**src/rtl/pe_seq_pkg.sv**
```systemverilog
// Shared constants and types for the PE instruction sequencer.
// Instruction layout: [31:30] op, [29:24] len, [23:16] waddr, [15:8] raddr1, [7:0] raddr0.
package pe_seq_pkg;

    localparam int unsigned INST_WIDTH    = 32;
    localparam int unsigned DATA_WIDTH    = 16;
    localparam int unsigned DM_ADDR_WIDTH = 8;
    localparam int unsigned IM_ADDR_WIDTH = 4;

    localparam int unsigned OP_MSB    = 31;
    localparam int unsigned OP_LSB    = 30;
    localparam int unsigned LEN_MSB   = 29;
    localparam int unsigned LEN_LSB   = 24;
    localparam int unsigned LEN_WIDTH = LEN_MSB - LEN_LSB + 1;

    typedef enum logic [1:0] {
        OP_NOP  = 2'b00,
        OP_LOAD = 2'b01,
        OP_READ = 2'b10,
        OP_HALT = 2'b11
    } op_t;

    typedef enum logic [2:0] {
        ST_IDLE,
        ST_FETCH,
        ST_ISSUE,
        ST_LOAD,
        ST_READ,
        ST_NEXT,
        ST_DONE
    } state_t;

endpackage

```
**src/rtl/pe_seq_inst_mem.sv**
```systemverilog
// Program memory: single write port, synchronous read port with a resettable output register.
module pe_seq_inst_mem #(
    parameter int unsigned ADDR_WIDTH = 4,
    parameter int unsigned WORD_WIDTH = 32
) (
    input  logic                  clk,
    input  logic                  rst,
    input  logic                  we,
    input  logic [ADDR_WIDTH-1:0] waddr,
    input  logic [WORD_WIDTH-1:0] wdata,
    input  logic                  re,
    input  logic [ADDR_WIDTH-1:0] raddr,
    output logic [WORD_WIDTH-1:0] rdata
);

    localparam int unsigned DEPTH = 1 << ADDR_WIDTH;

    // Array is deliberately not reset so a loaded program survives rst.
    (* ram_style = "distributed" *) logic [WORD_WIDTH-1:0] mem [DEPTH];

    always_ff @(posedge clk) begin
        if (we) begin
            mem[waddr] <= wdata;
        end
    end

    always_ff @(posedge clk) begin
        if (rst) begin
            rdata <= '0;
        end else if (re) begin
            rdata <= mem[raddr];
        end
    end

endmodule

```
**src/rtl/pe_seq.sv**
```systemverilog
// Instruction sequencer feeding the PE data memory: replays a stored program of
// LOAD/READ bursts and aligns write data and read-valid to the memory's pipeline.
module pe_seq #(
    parameter int unsigned INST_WIDTH    = pe_seq_pkg::INST_WIDTH,
    parameter int unsigned DATA_WIDTH    = pe_seq_pkg::DATA_WIDTH,
    parameter int unsigned IM_ADDR_WIDTH = pe_seq_pkg::IM_ADDR_WIDTH
) (
    input  logic                     clk,
    input  logic                     rst,
    input  logic                     prog_v,
    input  logic [IM_ADDR_WIDTH-1:0] prog_addr,
    input  logic [INST_WIDTH-1:0]    prog_inst,
    input  logic                     start,
    input  logic [IM_ADDR_WIDTH:0]   n_inst,
    input  logic                     din_v,
    input  logic [DATA_WIDTH*2-1:0]  din,
    output logic                     din_rdy,
    output logic                     inst_v,
    output logic [INST_WIDTH-1:0]    inst,
    output logic                     wren,
    output logic                     rden,
    output logic [DATA_WIDTH*2-1:0]  dm_wdata,
    output logic                     dm_rvalid,
    output logic                     busy,
    output logic                     done
);
    import pe_seq_pkg::*;

    localparam int unsigned PC_WIDTH = IM_ADDR_WIDTH + 1;

    state_t                state_q, state_n;
    logic [PC_WIDTH-1:0]   pc_q, pc_n;
    logic [PC_WIDTH-1:0]   n_inst_q, n_inst_n;
    logic [LEN_WIDTH-1:0]  beat_q, beat_n;
    logic                  imem_we, imem_re;
    logic [INST_WIDTH-1:0] fetch_word;
    op_t                   cur_op;
    logic [LEN_WIDTH-1:0]  cur_len;
    logic                  inst_v_n, din_rdy_n, rden_n, busy_n;
    logic                  rvalid_d1;

    pe_seq_inst_mem #(
        .ADDR_WIDTH (IM_ADDR_WIDTH),
        .WORD_WIDTH (INST_WIDTH)
    ) u_inst_mem (
        .clk   (clk),
        .rst   (rst),
        .we    (imem_we),
        .waddr (prog_addr),
        .wdata (prog_inst),
        .re    (imem_re),
        .raddr (pc_q[IM_ADDR_WIDTH-1:0]),
        .rdata (fetch_word)
    );

    // Fetched word is held from ISSUE through the end of its burst.
    assign inst    = fetch_word;
    assign cur_op  = op_t'(fetch_word[OP_MSB:OP_LSB]);
    assign cur_len = fetch_word[LEN_MSB:LEN_LSB];
    assign wren    = din_rdy & din_v;

    // Next-state and registered-output decode.
    always_comb begin
        state_n   = state_q;
        pc_n      = pc_q;
        n_inst_n  = n_inst_q;
        beat_n    = beat_q;
        imem_we   = 1'b0;
        imem_re   = 1'b0;
        inst_v_n  = 1'b0;
        din_rdy_n = 1'b0;
        rden_n    = 1'b0;
        busy_n    = 1'b0;

        case (state_q)
            ST_IDLE: begin
                imem_we = prog_v;
                if (start) begin
                    n_inst_n = n_inst;
                    pc_n     = '0;
                    state_n  = (n_inst == '0) ? ST_DONE : ST_FETCH;
                end
            end
            ST_FETCH: begin
                imem_re = 1'b1;
                state_n = ST_ISSUE;
            end
            ST_ISSUE: begin
                beat_n = '0;
                case (cur_op)
                    OP_NOP:  state_n = ST_NEXT;
                    OP_LOAD: state_n = ST_LOAD;
                    OP_READ: state_n = ST_READ;
                    default: state_n = ST_DONE;
                endcase
            end
            ST_LOAD: begin
                if (din_v) begin
                    if (beat_q == cur_len) begin
                        state_n = ST_NEXT;
                    end else begin
                        beat_n = beat_q + LEN_WIDTH'(1);
                    end
                end
            end
            ST_READ: begin
                if (beat_q == cur_len) begin
                    state_n = ST_NEXT;
                end else begin
                    beat_n = beat_q + LEN_WIDTH'(1);
                end
            end
            // NEXT->FETCH->ISSUE keeps inst_v two cycles clear of the last strobe.
            ST_NEXT: begin
                pc_n    = pc_q + PC_WIDTH'(1);
                state_n = (pc_n == n_inst_q) ? ST_DONE : ST_FETCH;
            end
            ST_DONE: state_n = ST_IDLE;
            default: state_n = ST_IDLE;
        endcase

        inst_v_n  = (state_n == ST_ISSUE);
        din_rdy_n = (state_n == ST_LOAD);
        rden_n    = (state_n == ST_READ);
        busy_n    = (state_n != ST_IDLE);
    end

    always_ff @(posedge clk) begin
        if (rst) begin
            state_q   <= ST_IDLE;
            pc_q      <= '0;
            n_inst_q  <= '0;
            beat_q    <= '0;
            inst_v    <= 1'b0;
            din_rdy   <= 1'b0;
            rden      <= 1'b0;
            busy      <= 1'b0;
            done      <= 1'b0;
            dm_wdata  <= '0;
            rvalid_d1 <= 1'b0;
            dm_rvalid <= 1'b0;
        end else begin
            state_q   <= state_n;
            pc_q      <= pc_n;
            n_inst_q  <= n_inst_n;
            beat_q    <= beat_n;
            inst_v    <= inst_v_n;
            din_rdy   <= din_rdy_n;
            rden      <= rden_n;
            busy      <= busy_n;
            done      <= (state_q == ST_DONE);
            dm_wdata  <= din;
            rvalid_d1 <= rden;
            dm_rvalid <= rvalid_d1;
        end
    end

endmodule

```
**config.mk**
```make
export PLATFORM = sky130hd
export DESIGN_NAME = pe_seq
export DESIGN_NICKNAME = d
export VERILOG_FILES = /design/src/rtl/pe_seq_pkg.sv /design/src/rtl/pe_seq_inst_mem.sv /design/src/rtl/pe_seq.sv
export SDC_FILE = /design/constraint.sdc
export NUM_CORES = 1
export LEC_CHECK = 0
export CELL_PAD_IN_SITES_DETAIL_PLACEMENT = 0
export CELL_PAD_IN_SITES_GLOBAL_PLACEMENT = 1
export CORE_MARGIN = 10
export CORE_UTILIZATION = 45
export DETAILED_ROUTE_END_ITERATION = 6
export PLACE_DENSITY_LB_ADDON = 0.1
export SLEW_MARGIN = 10
export SYNTH_ARGS = -nofsm -noshare
export SYNTH_HDL_FRONTEND = slang
export SYNTH_HIERARCHICAL = 1
export SYNTH_SLANG_ARGS = --single-unit
```
**constraint.sdc**
```tcl
create_clock -name clk -period 4.5 [get_ports clk]
set_input_delay 0.45 -clock clk [delete_from_list [all_inputs] [get_ports clk]]
set_output_delay 0.45 -clock clk [all_outputs]
set_load 0.01 [all_outputs]
```
== Word-level counts from Yosys, hierarchy flattened ==
Memories as Yosys holds them, arrays and structs flattened. A register that Yosys moved wholly into a read port is not among the register bits.
Cells that the tools add are included.
Operators by class
  add/subtract/negate cells: 2
  $mul: 0
  div/mod/pow operators: 0
  $lt $le $gt $ge: 0
  eq/ne operators: 15
  shift operators: 0
  multiplexer cells: 16
  bitwise logic cells: 1
  reduce and logical (&&, ||, !) cells: 9
Operator list (count)
  case mux 3 bit (6 select lines): 1
  case mux 6 bit (3 select lines): 1
  2-to-1 mux 3 bit: 5
  == test 3 x 2 -> 1 bit (second input constant): 4
  == test 3 bit (second input constant): 4
  2-to-1 mux 6 bit: 2
  case mux 5 bit (2 select lines): 1
  case mux 3 bit (3 select lines): 1
  adder 6 x 1 -> 6 bit (second input constant): 1
  == test 6 bit: 1
  AND reduction 2 bit: 3
  nonzero test 3 bit: 2
  adder 5 x 1 -> 5 bit (second input constant): 1
  == test 5 bit: 1
  logical NOT 5 bit: 1
  2-to-1 mux 5 bit: 1
  2-to-1 mux 1 bit: 4
  != test 2 bit (second input constant): 2
  == test 3 x 1 -> 1 bit (second input constant): 1
  logical NOT 3 bit: 1
  == test 2 x 1 -> 1 bit (second input constant): 1
  == test 2 bit (second input constant): 1
  logical NOT 2 bit: 1
  nonzero test 2 bit: 1
  AND 1 bit: 1
Word-level totals
  flip-flop bits (word level): 58
  latch bits: 0
  memory bits (writable): 512
  ROM bits: 0
  bits of input ports: 78
  output and inout bits: 71
  word-level logic and storage cells: 56
  memories: 1
Memories
  u_inst_mem.mem: depth 16, bits a word 32, read ports 1, clocked after memory_dff 1, wr ports 1, RTL line pe_seq_inst_mem.sv:19  | (* ram_style = "distributed" *) logic [WORD_WIDTH-1:0] mem [DEPTH];

== Depth between registers and ports, before layout ==
Gate-level depths: netlist of run 1.
  word-level depth: 5
  depth in mapped cells: 9
  depth with buffers taken out: 7

== By module ==
Netlist of run 1, hierarchy kept.
By module, submodules not included
  pe_seq_inst_mem: times used 1, cells an instance 1216, area each 20950.1 um^2, seq. area each 16015.4 um^2
  pe_seq: times used 1, cells an instance 233, area each 2209.6 um^2, seq. area each 1161.1 um^2

== Least setup slack after synthesis of run 1 ==
OpenSTA, ideal clock, no wires.
  kind: register -> register
  from: reg state_q[0]
  to: mem u_inst_mem.mem[0][0] (enable)
  setup time: 0.461 ns
  arrival: 3.606 ns
  required time: 4.039 ns
  slack: 0.433 ns
  cell stages (with the launch flop): 6
  buffers on the path: 1
  clock period less this slack: 4.067 ns
  cell sequence: dfxtp_1 -> clkbuf_1 -> nor3_1 -> and2_1 -> or3b_2 -> nor3_1
Between the ends
  longest elaborated chain between the ends: 4
RTL lines
  start: declaration: RTL line pe_seq.sv:31  | state_t state_q, state_n;
  start signal: assignment: RTL line pe_seq.sv:143  | state_q <= state_n;
  logical NOT 3 bit: RTL line pe_seq.sv:75  | case (state_q)
  2-to-1 mux 1 bit: RTL line pe_seq.sv:75
  via imem_we: RTL line pe_seq.sv:35  | logic imem_we, imem_re;
  2-to-1 mux 1 bit: RTL line pe_seq_inst_mem.sv:22  | if (we) begin
  2-to-1 mux 1 bit (not written as such): RTL line pe_seq_inst_mem.sv:23  | mem[waddr] <= wdata;
  end: declaration: RTL line pe_seq_inst_mem.sv:19
The timed path passes the listed nets, and every way through them passes these cells.

== Worst setup path in the final report of run 1 ==
  from: reg state_q[0]
  to: mem u_inst_mem.mem[1][2] (enable)
Same word-level chain as after synthesis.

==> results of run 1 <==
[cell type report]
type	instances	area [um2]
fillers	4221	23800
flip-flops and latches	602	17200
multi-input cells	771	5540
clock buffers	97	1870
repair buffers	172	1730
well taps	680	851
clock inverters	18	144
inverters	2	7.51
diodes	1	2.50
[where the power goes]
part	switching (uW)	internal (uW)
sequential	59.6	6170
combinational	360	230
clock	2030	2940
total	2450	9350
[registers in the layout, indices dropped and copies added (netlist names)]
register / flops
u_inst_mem/mem: 512
inst_v: 1
n_inst_q: 5
pc_q: 5
done: 1
rden: 1
state_q: 3
dm_rvalid: 1
beat_q: 6
din_rdy: 1
u_inst_mem/rdata: 32
busy: 1
rvalid_d1: 1
dm_wdata: 32
[synthesized netlist by cell type, types with 2 or more instances]
cell      number  area [um2]
edfxtp_1     512       15400
mux2i_1      256        2560
nand2_1      124         465
nand3_1      102         510
dfxtp_1       90        1800
a21oi_1       69         345
a22oi_1       65         488
nor2b_1       37         231
nor2_1        30         113
clkbuf_1      21        78.8
buf_6         17         191
buf_2         15        75.1
nor3_1        12        60.1
buf_4         11        82.6
a21oi_2       10        87.6
xor2_1        10        87.6
and2_1         7        43.8
xnor2_1        6        52.6
buf_12         5         100
nand2b_1       5        31.3
nand3b_1       5        37.5
o21ai_0        5        25.0
a31oi_1        2        12.5
and3_1         2        12.5
and3b_1        2        17.5
buf_8          2        30.0
clkbuf_2       2        10.0
ha_1           2        25.0
[routing by layer]
layer	track usage, %	vias to the layer above	share of wire [%]
met1	26.1	6444	47
met4	4.37	2	1.7
li1	-	5846	-
met3	3.37	69	5.9
met5	0	-	0.024
met2	26.4	332	45
[cell families after synthesis]
logic type	count (synthesis)
compound gates	161
xor+xnor	16
fa+ha+maj	2
buf+inv	76
flops	602
mux	257
simple gates	335
[worst register-to-register path: stages, from the launching register on]
cell	delay [ns]
dfxtp_1	0.39
nor3_1	0.29
and2_1	0.40
or3b_2	0.62
nor2_4	0.59
buf_4	0.37
[per-stage QoR]
| step | area, um2 | cells | utilization, % | setup WS (ns) |
|---|---|---|---|---|
| floorplan | 23200 | 1449 | - | 0.433 |
| global placement | 25300 | 2225 | 49.5 | 1.35 |
| detailed placement | 25300 | 2226 | 49.5 | 1.32 |
| CTS | 27300 | 2341 | 53.4 | 1.45 |
| global route | 27300 | 2342 | 53.5 | 1.32 |
| finish | 27300 | 2343 | 53.5 | 1.55 |
[path summary, 6_finish.rpt]
path	depth (start not counted)	from	endpoint	slack [ns]
worst max-delay path	5	state_q[0]	u_inst_mem/mem[1][2]	1.55
worst min-delay path	2	din[14]	dm_wdata[14]	0.40
worst max register to register	5	state_q[0]	u_inst_mem/mem[1][2]	1.55
worst min register to register	1	rvalid_d1	dm_rvalid	0.44
==> metrics.cfg, run 1 <==
[timing]
setup_viol=0
drv_slew=0
max-slew-margin-rel_pct=21.4
hold_viol=0
finalSetupTns_ns=0
tightestPinTransition_ns=1.18
fin_hold_ws_ns=0.398
min_period_over_period_pct=65.5
rsz0062_at_grt=false
fmax_mhz=339
fin_skew_ns=0.0161
fin_crit_ns=2.95

[run]
cap_viol_max_count=0

[clock_tree]
cts_root_buffer=clkbuf_16
clk_pin_slew_ns=0.06
cts_max_path_buffers=3
cts.repair.resized=0
htree_levels=2
clock-sinks=602
cts_buffers=61
insertion_delay_ns=0.61
post_cts_buffers=0
ctsHoldBuffers=0
cts_tree=yes

[critical_path]
cp-end-kind=flop
crit_fanout=20
slowest_delay_ns=0.61
crit_buf_inv=1
path_class=reg -> reg
arrival_ns=3.24
cp.required_ns=4.79
crit_family=simple AND/OR/NAND/NOR gates
path_cells=nor3_1 -> and2_1 -> or3b_2 -> nor2_4 -> buf_4
crit_path_top_delay_cell=or3b_2
start_kind=flop

[placement]
place.gp.congestion=0.772
dp_hpwl_mm=33.5
numPortBuffers=148

[run_status]
run_status=finished, final reports clean

[yosys]
synth_cell_types=51
synth-xor-area-share_pct=0.605
synth-edff-count=512
synthFlopType=edfxtp_1
synth_mux_area_share_pct=11.1
netlist_area_um2=23200
async_reset_ff_share_pct=0
synth.avg_cell_area_um2=16.0
synth_seq_area_share_pct=74.2
synth_fp_nets=1529
yosys.area_share.adder_pct=0.108
synth_compound_gate_area_share_pct=4.59
ys_warn_count=6
synth_cells=1449
synthSimpleGateAreaFrac_pct=6.92
synth.ff_latch_count=602
synth_top_family_by_area=multiplexers

[cells_and_area]
nets=1690
layout_commonest_cell=edfxtp_1
drive_gt1_share_pct=9.75
syn2layout_area_growth_pct=18.0
layout_common_cells=512 x edfxtp_1, 256 x mux2i_1, 147 x clkdlybuf4s50_1, 124 x nand2_1, 102 x nand3_1

[power_and_ir_drop]
p_per_area_nw_per_um2=432
total_power_uw=11800
peakVddDrop_uv=286
p_leak_uw=0.00859

[global_route]
grt_pass1_wl_mm=80.7
grt_max_degree=71
grt_pass1_vias=12402
grtUsageTotal_pct=17.7
grt_antenna_before_repair=1
overflow=0

[floorplanning]
die_h_um=247
rows=83
die_area_um2=60900
chipWidth_um=247
fp.coreArea_um2=51100
ioPinCount=149
initial_core_util_pct=45.3

[detailed_routing]
drc_errors=0
wl_per_cell_um=23.5
vias=12693
ant_nets=0
drtPass1Iterations=6
wl_mm=55.1
via_per_inst=5.42
drt_first_iter_violations=1026

[min_path]
holdCritPathClass=in -> reg

Note: power is estimated with default switching activity, not from simulation.
==> run 2: changes to the inputs <==
- clock period: 4.5 -> 2.7 ns (I/O delays scaled with it)
==> run 2 against run 1 <==
First-iteration DRC count down 31%. Fmax up 20%. Sequential power up 67%. Utilization up 0.88 points. Clock skew up 0.0015 ns. Count of clock-buffer cells in the layout down 6. Critical path type unchanged. Highest routed layer is now met4.
==> metrics.cfg, run 2 (synthesis results as in run 1) <==
[run_status]
run_status=finished, final reports clean

[timing]
fin_skew_ns=0.0175  ; +0.00148 ns
fin_hold_ws_ns=0.241  ; -0.156 ns
finalSetupTns_ns=0  ; unchanged
rsz0062_at_grt=false
fin_crit_ns=2.46  ; -0.490 ns
setup_viol=0  ; unchanged
hold_viol=0  ; unchanged
fmax_mhz=407  ; +20%
max-slew-margin-rel_pct=41.2  ; +20 points
min_period_over_period_pct=91.1  ; +26 points
tightestPinTransition_ns=0.881  ; -0.294 ns
drv_slew=0  ; unchanged

[power_and_ir_drop]
p_leak_uw=0.00882  ; +2.7%
p_seq_share_pct=52.4  ; -0.4 points
peakVddDrop_uv=557  ; +95%
p_per_area_nw_per_um2=713  ; +65%
clkPwrFrac_pct=42.5  ; +0.4 points
p_comb_share_pct=5.1  ; about the same
internal_power_uw=15700  ; +68%
power.net_switching_uw=4150  ; +69%
total_power_uw=19800  ; +68%
swShare_pct=20.9  ; +0.18 points

[critical_path]
crit_fanout=11  ; -45%
r2r_slack_ns=0.24  ; -1.31 ns
r2r_end=u_inst_mem/rdata[16]
path_cells=inv_2 -> nor3_1 -> or3b_2 -> buf_4 -> a21oi_1 -> nand3_1 -> nand3_1
crit_buf_inv=2  ; +1
cp.required_ns=3.22  ; -1.57 ns
reg2reg_depth=7  ; +2
arrival_ns=2.98  ; -0.26 ns
reg2reg_from=state_q[0]
crit_path_top_delay_cell=or3b_2
slowest_delay_ns=0.67  ; +0.06 ns
crit_top_cell=nand3_1
cp-end-kind=flop
path_class=reg -> reg
start_kind=flop
crit_family=simple AND/OR/NAND/NOR gates

[global_route]
grt_antenna_before_repair=1  ; unchanged
overflow=0  ; unchanged
grt_pass1_vias=12756  ; +2.9%
grt_pass1_wl_mm=81.7  ; +1.2%
grtUsageTotal_pct=18.0  ; +0.30 points
grt_max_degree=71  ; unchanged

[cells_and_area]
ff_latch_area_um2=17200  ; unchanged
nets=1729  ; +2.3%
syn2layout_area_growth_pct=19.9
largest_register_ffs=512  ; unchanged
layout_commonest_cell=edfxtp_1
fin_cells=2382  ; +1.7%
multi_input_area_um2=5570  ; +0.45%
fillCellCount=4185  ; -0.85%
drive_gt1_share_pct=11.1  ; +1.4 points
largest_register=u_inst_mem/mem
reg_top3=u_inst_mem/mem x512, dm_wdata x32, u_inst_mem/rdata x32
layout_common_cells=512 x edfxtp_1, 256 x mux2i_1, 147 x clkdlybuf4s50_1, 124 x nand2_1, 102 x nand3_1

[clock_tree]
cts_buffers=66  ; +8.2%
cts.repair.resized=0  ; unchanged
clock-sinks=602  ; unchanged
ctsHoldBuffers=0  ; unchanged
post_cts_buffers=0  ; unchanged
htree_levels=3  ; +1
clk_pin_slew_ns=0.06  ; about the same
cts_tree=yes
cts_max_path_buffers=3  ; unchanged
insertion_delay_ns=0.58  ; -0.03 ns
cts_root_buffer=clkbuf_16

[detailed_routing]
via_per_inst=5.35  ; -1.2%
drc_errors=0  ; unchanged
drt_first_iter_violations=709  ; -31%
ant_nets=0  ; unchanged
vias=12751  ; +0.46%
wl_per_cell_um=23.1  ; -1.9%
drtPass1Iterations=5  ; -1
wl_mm=54.9  ; -0.28%

[floorplanning]
die_h_um=247  ; unchanged
fp.coreArea_um2=51100  ; unchanged
chipWidth_um=247  ; unchanged
rows=83  ; unchanged
ioPinCount=149  ; unchanged
initial_core_util_pct=45.3  ; unchanged
die_area_um2=60900  ; unchanged

[min_path]
min_path_cells=2  ; unchanged
holdCritPathClass=in -> reg
hold-path-endpoint=dm_wdata[15]
min_from=din[15]

[run]
cap_viol_max_count=0  ; unchanged

[placement]
numPortBuffers=148  ; unchanged
place.gp.congestion=0.756  ; -2.0%
dp_cells=2261  ; +1.6%
dp_hpwl_mm=32.9  ; -1.6%

run 2: changes by cell type in the layout (fill, tap and decap cells not counted), moves of 4 or more:
cell       change
buf_4         +22
buf_12        +13
clkbuf_8      -11
clkinv_1      +10
clkbuf_16      +5
nor3_2         -4
nor3_4         +4
run 2: metal layers:
layer / routed length (um) / up-vias / track usage (%)
li1: - / 5927 / -
met1: 24200 / 6495 / 23.8
met2: 27200 / 253 / 29.9
met3: 2620 / 76 / 3.57
met4: 982 / 0 / 4.71
met5: 0 / - / 0
run 2: power groups by stage:
stage	Clock, uW	Sequential (uW)	Combinational [uW]
2_1_floorplan	0	10600	384
3_3_place_gp	0	10600	1020
3_5_place_dp	0	10600	1030
4_1_cts	8630	10400	1030
5_1_grt	8990	10400	1100
6_report	8410	10400	1010
run 2: cell type report:
class	instances	share of cell area, %
sequential	602	61.9
clock buffer	91	6.62
antenna	2	0.0180
tap	680	3.06
timing repair buffer	206	7.70
inverter	2	0.0270
multi-input combinational	771	20.0
clock inverter	28	0.658
run 2: stage by stage:
stage | setup WS [ns] | util, % | instance area [um2]
after floorplan | -0.495 | - | 23200
after global routing | 0.0523 | 54.3 | 27800
final | 0.241 | 54.4 | 27800
after global placement | 0.236 | 50.4 | 25700
after CTS | 0.249 | 54.3 | 27800
after detailed placement | 0.216 | 50.4 | 25700
run 2: how the worst max path moves through the flow:
| stage | from | endpoint | slack, ns | cells after the start |
|---|---|---|---|---|
| 2_1_floorplan | state_q[0] | u_inst_mem/mem[1][0] | -0.50 | 5 |
| 5_1_grt | state_q[0] | u_inst_mem/rdata[18] | 0.05 | 7 |
| 3_3_place_gp | prog_v | u_inst_mem/mem[0][17] | 0.24 | 5 |
| 6_report | state_q[0] | u_inst_mem/rdata[16] | 0.24 | 7 |
| 3_5_place_dp | prog_v | u_inst_mem/mem[0][17] | 0.22 | 5 |
| 4_1_cts | state_q[0] | u_inst_mem/rdata[16] | 0.25 | 7 |
run 2: worst register-to-register path: cells and delay by family, from the launching register on:
kind                   cells  cell delay (ns)
AO/OA/AOI/OAI              1             0.15
buffers and inverters      2             0.43
flip-flops                 1             0.49
AND/OR/NAND/NOR            4             1.35
==> run 3: changes to the inputs <==
- CORE_MARGIN: 10 -> 2
- clock period: 2.7 -> 2.9 ns (I/O delays scaled with it)
==> run 3 against run 2 <==
Power fell by 6.6%. Fmax down 1.6%. Combinational power down 8%. Worst hold slack lost 0.18 ns. Global-route usage increased by 1.9 points. Critical endpoint is now u_inst_mem/mem[0][26]. Cell area decreased by 0.10%. Count of clock-buffer cells in the layout fell by 12. Utilization down 0.056 points. Critical path type unchanged. Critical path depth down 2. Sequential cell count did not move.
==> metrics.cfg, run 3 (synthesis results as in run 1) <==
[cells_and_area]
multi_input_area_um2=5570  ; unchanged
largest_register_ffs=512  ; unchanged
layout_commonest_cell=edfxtp_1
layout_common_cells=512 x edfxtp_1, 256 x mux2i_1, 147 x clkdlybuf4s50_1, 124 x nand2_1, 102 x nand3_1
largest_register=u_inst_mem/mem
ff_latch_area_um2=17200  ; unchanged
num_antenna_cells=0  ; -2
reg_top3=u_inst_mem/mem x512, dm_wdata x32, u_inst_mem/rdata x32
syn2layout_area_growth_pct=19.8
fin_cells=2367  ; -0.63%
nets=1714  ; -0.87%
fillCellCount=4155  ; -0.72%
drive_gt1_share_pct=11.0  ; -0.092 points

[power_and_ir_drop]
p_leak_uw=0.00879  ; -0.36%
p_per_area_nw_per_um2=667  ; -6.5%
peakVddDrop_uv=496  ; -11%
total_power_uw=18500  ; -6.6%

[timing]
fin_crit_ns=2.50  ; +0.0411 ns
tightestPinTransition_ns=0.796  ; -0.0850 ns
setup_viol=0  ; unchanged
drv_slew=0  ; unchanged
min_period_over_period_pct=86.2  ; -4.9 points
max-slew-margin-rel_pct=46.8  ; +5.5 points
hold_viol=0  ; unchanged
fin_skew_ns=0.0159  ; -0.00159 ns
fin_hold_ws_ns=0.0603  ; -0.181 ns
rsz0062_at_grt=false
fmax_mhz=400  ; -1.6%

[global_route]
grt_pass1_wl_mm=79.0  ; -3.4%
grt_pass1_vias=12688  ; -0.53%
grt_max_degree=81  ; +14%
grt_antenna_before_repair=0  ; -1
overflow=0  ; unchanged
grtUsageTotal_pct=19.8  ; +1.9 points

[clock_tree]
clock-sinks=602  ; unchanged
htree_levels=2  ; -1
cts_max_path_buffers=3  ; unchanged
clk_pin_slew_ns=0.06  ; about the same
cts_root_buffer=clkbuf_16
ctsHoldBuffers=0  ; unchanged
cts.repair.resized=0  ; unchanged
cts_buffers=61  ; -7.6%
insertion_delay_ns=0.62  ; +0.04 ns
cts_tree=yes
post_cts_buffers=0  ; unchanged

[detailed_routing]
drtPass1Iterations=4  ; -1
wl_per_cell_um=22.4  ; -3.1%
via_per_inst=5.33  ; -0.45%
ant_nets=0  ; unchanged
drt_first_iter_violations=947  ; +34%
vias=12614  ; -1.1%
wl_mm=52.9  ; -3.7%
drc_errors=0  ; unchanged

[critical_path]
crit_fanout=32  ; +21
reg2reg_from=state_q[1]
cp-end-kind=flop
r2r_end=u_inst_mem/mem[0][26]
slowest_delay_ns=0.62  ; -0.05 ns
crit_path_top_delay_cell=or3b_2
start_kind=flop
r2r_slack_ns=0.40  ; +0.16 ns
path_cells=nor3_1 -> and2_1 -> or3b_2 -> nor3_4 -> buf_12
arrival_ns=2.79  ; -0.19 ns
cp.required_ns=3.19  ; -0.03 ns
reg2reg_depth=5  ; -2
path_class=reg -> reg

[min_path]
hold-path-endpoint=pc_q[2]
min_path_cells=2  ; unchanged
min_from=rst
holdCritPathClass=in -> reg

[placement]
place.gp.congestion=0.780  ; +3.1%
dp_hpwl_mm=30.0  ; -8.9%
numPortBuffers=148  ; unchanged
dp_cells=2251  ; -0.44%

[floorplanning]
die_area_um2=53300  ; -13%
fp.coreArea_um2=51100  ; unchanged
initial_core_util_pct=45.3  ; unchanged
rows=83  ; unchanged
die_h_um=231  ; -6.5%
chipWidth_um=231  ; -6.5%
ioPinCount=149  ; unchanged

[run]
cap_viol_max_count=0  ; unchanged

[run_status]
run_status=finished, final reports clean

[run 3: changes by cell type in the layout (fill, tap and decap cells not counted), sizes merged]
| cell | change |
|---|---|
| bufinv | +4 |
| clkinvlp | +2 |
| buf | -10 |
| clkbuf | -12 |
| diode | -2 |
| clkinv | +3 |
[run 3: per-layer routing]
layer | GRT usage, % | vias to the layer above | routed length (um)
li1 | - | 5885 | -
met1 | 27.7 | 6353 | 23800
met2 | 32.7 | 318 | 25400
met3 | 2.95 | 58 | 2780
met4 | 5.02 | 0 | 880
met5 | 0 | - | 0
[run 3: power by group]
group / switching, uW / leakage [uW] / internal, uW
Sequential: 88.6 / 0.00536 / 9580
Clock: 3220 / 0.00101 / 4680
Combinational: 550 / 0.00242 / 384
Total: 3860 / 0.00879 / 14600
[run 3: critical path: cells and delay by family (launching register included)]
kind	cells	cell delay, ns
simple gates	4	1.48
flops	1	0.39
buf+inv	1	0.28
[run 3: cell type report]
type,instances,share of cell area [%]
tap,680,3.07
timing repair buffer,196,7.52
clock buffer,79,6.16
sequential,602,61.9
clock inverter,37,1.22
multi-input combinational,771,20.1
inverter,2,0.0271
[run 3: how the worst max path moves through the flow]
stage	from	end	slack (ns)	cells past startpoint
after floorplan	state_q[0]	u_inst_mem/mem[1][0]	-0.32	5
after global placement	prog_v	u_inst_mem/mem[0][26]	0.36	5
after detailed placement	prog_v	u_inst_mem/mem[0][24]	0.36	5
after CTS	state_q[1]	u_inst_mem/mem[0][25]	0.43	5
after global routing	state_q[1]	u_inst_mem/mem[0][26]	0.31	5
final	state_q[1]	u_inst_mem/mem[0][26]	0.40	5
[run 3: per-stage QoR]
step           setup WS, ns  cell area, um2  TNS (ns)  util (%)
2_1_floorplan        -0.315           23200    -30.27         -
3_3_place_gp          0.362           25700         0      50.3
3_5_place_dp          0.363           25700         0      50.3
4_1_cts               0.427           27700         0      54.3
5_1_grt               0.314           27700         0      54.3
6_report              0.400           27700         0      54.3
